<file path="config.mk">
export PLATFORM = sky130hd
export DESIGN_NAME = rr_arbiter8
export DESIGN_NICKNAME = d
export VERILOG_FILES = /design/src/rtl/arb_pkg.sv /design/src/rtl/grant_dec3to8.sv /design/src/rtl/rr_arbiter8.sv
export SDC_FILE = /design/constraint.sdc
export NUM_CORES = 1
export LEC_CHECK = 0
export CORE_MARGIN = 2
export CORE_UTILIZATION = 41
export DETAILED_ROUTE_END_ITERATION = 8
export DONT_BUFFER_PORTS = 1
export MAX_ROUTING_LAYER = met4
export PLACE_DENSITY = 0.65
export RECOVER_POWER = 100
export SLEW_MARGIN = 30
export SYNTH_ARGS = -nofsm -noshare
export SYNTH_HDL_FRONTEND = slang
export SYNTH_HIERARCHICAL = 1
export SYNTH_SLANG_ARGS = --single-unit
</file>
<file path="constraint.sdc">
create_clock -name Clock -period 3.3 [get_ports Clock]
set_clock_uncertainty 0.1 [all_clocks]
set_input_delay 0.99 -clock Clock [delete_from_list [all_inputs] [get_ports Clock]]
set_output_delay 0.99 -clock Clock [all_outputs]
set_load 0.1 [all_outputs]
</file>
<file path="src/rtl/arb_pkg.sv">
// Shared constants, state encoding and the rotating priority scan for the
// 8-way round-robin arbiter.
package arb_pkg;

   localparam int N_REQ = 8;
   localparam int IDX_W = 3;
   localparam int CNT_W = 8;

   localparam logic [CNT_W-1:0] CNT_MAX = {CNT_W{1'b1}};

   typedef enum logic {
      ST_IDLE  = 1'b0,
      ST_GRANT = 1'b1
   } arb_state_t;

   // Rotate req right by ptr so ptr sits at bit 0, take the lowest set bit,
   // then add ptr back; the 3-bit sum wraps naturally mod 8.
   function automatic logic [IDX_W-1:0] rr_pick(input logic [N_REQ-1:0] req,
                                                input logic [IDX_W-1:0] ptr);
      logic [2*N_REQ-1:0] dbl;
      logic [N_REQ-1:0]   rot;
      logic [IDX_W-1:0]   off;
      logic               found;
      dbl   = {req, req} >> ptr;
      rot   = dbl[N_REQ-1:0];
      off   = '0;
      found = 1'b0;
      for (int i = 0; i < N_REQ; i++) begin
         if (!found && rot[i]) begin
            off   = IDX_W'(i);
            found = 1'b1;
         end
      end
      return off + ptr;
   endfunction

endpackage

</file>
<file path="src/rtl/grant_dec3to8.sv">
// 3-to-8 enable decoder built from two 2-to-4 enable decoders; w[2] steers
// which half receives the enable. En=0 forces an all-zero output.
module dec2to4 (
   input  logic [1:0] w,
   input  logic       en,
   output logic [3:0] y
);

   genvar gi;
   generate
      for (gi = 0; gi < 4; gi++) begin : g_out
         assign y[gi] = en && (w == 2'(gi));
      end
   endgenerate

endmodule

module grant_dec3to8 (
   input  logic [2:0] w,
   input  logic       En,
   output logic [7:0] y
);

   logic en_lo;
   logic en_hi;

   assign en_lo = En & ~w[2];
   assign en_hi = En &  w[2];

   dec2to4 u_lo (
      .w  (w[1:0]),
      .en (en_lo),
      .y  (y[3:0])
   );

   dec2to4 u_hi (
      .w  (w[1:0]),
      .en (en_hi),
      .y  (y[7:4])
   );

endmodule

</file>
<file path="src/rtl/rr_arbiter8.sv">
// Round-robin arbiter for 8 requesters with done/drop release and an
// optional hold timeout; gnt is decoded from the registered index and busy.
module rr_arbiter8
   import arb_pkg::*;
#(
   parameter int TIMEOUT = 16
) (
   input  logic             Clock,
   input  logic             Resetn,
   input  logic [N_REQ-1:0] req,
   input  logic             done,
   output logic             busy,
   output logic [IDX_W-1:0] gnt_idx,
   output logic [N_REQ-1:0] gnt,
   output logic             timeout
);

   localparam logic [CNT_W-1:0] TO_LAST = CNT_W'((TIMEOUT == 0) ? 0 : TIMEOUT - 1);

   arb_state_t       state_reg;
   logic [IDX_W-1:0] ptr_reg;
   logic [IDX_W-1:0] gnt_idx_reg;
   logic [CNT_W-1:0] hold_cnt_reg;
   logic             busy_reg;
   logic             timeout_reg;

   logic             release_now;
   logic             revoke_now;

   // A simultaneous release wins over the timeout, so no pulse in that case.
   assign release_now = done | ~req[gnt_idx_reg];
   assign revoke_now  = (TIMEOUT != 0) && (hold_cnt_reg == TO_LAST) && !release_now;

   always_ff @(posedge Clock or negedge Resetn) begin
      if (!Resetn) begin
         state_reg    <= ST_IDLE;
         ptr_reg      <= '0;
         gnt_idx_reg  <= '0;
         hold_cnt_reg <= '0;
         busy_reg     <= 1'b0;
         timeout_reg  <= 1'b0;
      end else begin
         case (state_reg)
            ST_IDLE: begin
               timeout_reg <= 1'b0;
               if (|req) begin
                  gnt_idx_reg  <= rr_pick(req, ptr_reg);
                  busy_reg     <= 1'b1;
                  hold_cnt_reg <= '0;
                  state_reg    <= ST_GRANT;
               end
            end
            ST_GRANT: begin
               if (hold_cnt_reg != CNT_MAX)
                  hold_cnt_reg <= hold_cnt_reg + 8'd1;
               if (release_now || revoke_now) begin
                  state_reg   <= ST_IDLE;
                  busy_reg    <= 1'b0;
                  ptr_reg     <= gnt_idx_reg + 3'd1;
                  timeout_reg <= revoke_now;
               end
            end
            default: begin
               state_reg <= ST_IDLE;
               busy_reg  <= 1'b0;
            end
         endcase
      end
   end

   grant_dec3to8 u_dec (
      .w  (gnt_idx_reg),
      .En (busy_reg),
      .y  (gnt)
   );

   assign busy    = busy_reg;
   assign gnt_idx = gnt_idx_reg;
   assign timeout = timeout_reg;

endmodule

</file>
==> impl_metrics.json <==
{
  "slowest_delay_ns": 0.38,
  "timing_worst_slew_pin_value_ns": 1.17,
  "synth_edf_count": 0,
  "detailedRoute.firstIterationViolations": 155,
  "cts_sinks": 17,
  "path_delay_family": "compound AO/OA/AOI/OAI gates",
  "synthToLayoutAreaGrowth_pct": 10.0,
  "path_class": "in2reg",
  "crit_fanout": 10,
  "fin_crit_sh_pct": 96.4,
  "critPathCaptureType": "flop",
  "grt_max_degree": 18,
  "fin_area_um2": 1810,
  "cts_tree": "done",
  "viasPerCell": 6.19,
  "coreArea_um2": 3940,
  "ys_types": 53,
  "row_count": 23,
  "crit_buf_inv": 0,
  "gr-total-overflow": 0,
  "postCtsResizedCells": 0,
  "synth_nets": 185,
  "cts-htree-levels": 1,
  "hold_viol_final": 0,
  "final_common_cell": "dfrtp_1",
  "ant_nets": 0,
  "postSynthCellCount": 170,
  "crit_path_start_kind": "primary input",
  "io_buffers": 0,
  "grt_use_total_pct": 19.8,
  "yosys_warnings": 6,
  "grt_pass1_vias": 1366,
  "crit_arrival_ns": 3.28,
  "cp_cell_sequence": "mux2_4 > a311o_1 > a221oi_2 > a21oi_1 > a31o_1 > ha_2 > fa_2 > a311o_1 > a311oi_1 > a211o_1",
  "drt-pass1-iter-count": 4,
  "slew_headroom_pct": 22.4,
  "start_util_pct": 41.7,
  "synth-seq-area-share_pct": 25.9,
  "async_reset_ff_share_pct": 100,
  "cts_made_buffers": 3,
  "routedWlPerCell_um": 16.8,
  "largest_reg_flops": 8,
  "leakage_nw": 0.786,
  "die_h_um": 67.3,
  "path_clk_slew_ns": 0.07,
  "critPathRequiredTime_ns": 3.40,
  "setup_viol": 0,
  "drc_errors": 0,
  "die_width_um": 67.3,
  "clockBufferDepth": 2,
  "syn_area_um2": 1640,
  "syn_area_per_cell_um2": 9.67,
  "gp_congestion": 0.838,
  "synthFlopType": "dfrtp_1",
  "min_path_type": "in2async",
  "whs_ns": 0.325,
  "nets": 198,
  "min_period_ns": 3.18,
  "cap_violations": 0,
  "cts_setup_buffers": 0,
  "dp_hpwl_um": 2980,
  "slowest_stage": "fa_2",
  "final.setup.tns_ns": 0,
  "place_area_um2": 1890,
  "cts_root_buffer": "clkbuf_8",
  "io_pins": 24,
  "vdd_drop_max_uv": 881,
  "vias": 1437,
  "slew_viol_final": 0,
  "power_per_cell_area_nw_per_um2": 1090,
  "rsz0062_at_grt": "false",
  "clk_latency_ns": 0.25,
  "antenna_found_initial": 0,
  "wirelength_um": 3900,
  "hold_buffers": 0,
  "status": "finished, final reports clean",
  "fmax_ghz": 0.314,
  "ys_ff_latch": 17,
  "die_area_um2": 4530,
  "final_cell_mix": "dfrtp_1 (16), mux2i_1 (13), nor2_1 (12)",
  "drive_gt1_share_pct": 24.2,
  "worst_path_most_repeated_cell": "a311o_1",
  "grt_pass1_wl_um": 6650,
  "diodes": 0
}
[worst paths after layout]
| check | cells after the start | from | slack [ns] | to |
|---|---|---|---|---|
| max | 10 | req[6] | 0.12 | gnt_idx[2] |
| min | 0 | Resetn | 0.32 | hold_cnt_reg[2] |
| max reg2reg | 11 | ptr_reg[1] | 0.17 | gnt_idx[2] |
| min reg2reg | 1 | hold_cnt_reg[0] | 0.42 | hold_cnt_reg[0] |
| max in group asynchronous | 0 | Resetn | 2.70 | ptr_reg[1] |
| min in group Clock | 1 | hold_cnt_reg[0] | 0.42 | hold_cnt_reg[0] |
[final cells by class]
type / count / area, µm²
flip-flops and latches: 17 / 427
clock inverters: 1 / 5.00
repair buffers: 20 / 129
multi-input cells: 137 / 1130
clock buffers: 3 / 41.3
fillers: 381 / 2130
well taps: 50 / 62.6
inverters: 4 / 15.0
[cell families (layout without fill, tap and decap cells)]
group                      count (synthesis)  count (layout)  share of synthesized area, %
and+or+nand+nor                           61              61                          22.1
DFF                                       17              17                          25.9
buffers and inverters                     16              28                          5.56
muxes                                     24              24                          18.0
xor gates and xnor gates                   8               8                          4.26
adders and majority gates                  4               4                          3.50
AOI/OAI and AO/OA                         40              40                          20.8
[where the power goes]
part	internal, W	switching, W
sequential	0.000281	0.000165
combinational	0.000534	0.000830
clock	0.0000839	0.0000717
[stage by stage]
stage / total power [W] / util, % / setup WS, ns / cells
floorplan: 0.00159 / - / -0.108 / 170
CTS: 0.00209 / 49.0 / 0.0276 / 232
global route: 0.00211 / 45.9 / 0.00272 / 232
finish: 0.00197 / 45.9 / 0.118 / 232
global placement: 0.00189 / 47.8 / -0.0497 / 228
detailed placement: 0.00193 / 47.8 / -0.130 / 228
[synth_stat cells, types with 3 or more instances]
| master | instances | area, µm² |
|---|---|---|
| dfrtp_1 | 17 | 425 |
| mux2i_1 | 13 | 130 |
| nor2_1 | 12 | 45.0 |
| nand2_1 | 9 | 33.8 |
| buf_2 | 7 | 35.0 |
| mux2_2 | 6 | 67.6 |
| nor2b_1 | 5 | 31.3 |
| xor2_1 | 5 | 43.8 |
| a21oi_1 | 4 | 20.0 |
| a221o_1 | 4 | 40.0 |
| and3_1 | 4 | 25.0 |
| and3b_1 | 4 | 35.0 |
| nor4_1 | 4 | 25.0 |
| a211oi_1 | 3 | 22.5 |
| a311o_1 | 3 | 30.0 |
| and2_1 | 3 | 18.8 |
| buf_6 | 3 | 33.8 |
| ha_1 | 3 | 37.5 |
| inv_1 | 3 | 11.3 |
| mux4_2 | 3 | 67.6 |
| nand4_1 | 3 | 18.8 |
| nor3b_1 | 3 | 22.5 |
| o21ai_0 | 3 | 15.0 |
| xnor2_1 | 3 | 26.3 |
[worst reg2reg max path, delay by kind of cell (launching register included)]
family,cells,cell delay [ns]
adders and majority gates,2,0.56
DFF,1,0.53
and+or+nand+nor,1,0.15
buffers and inverters,1,0.22
AOI/OAI and AO/OA,7,1.51
[routing by layer]
layer | part of all wire [%] | track usage (%) | routed length [µm]
met1 | 44 | 27.2 | 1720
met2 | 49 | 30.9 | 1900
met3 | 5.4 | 1.50 | 210
met4 | 1.7 | 6.12 | 68
met5 | 0 | - | 0
(Power assumes the default switching activity.)
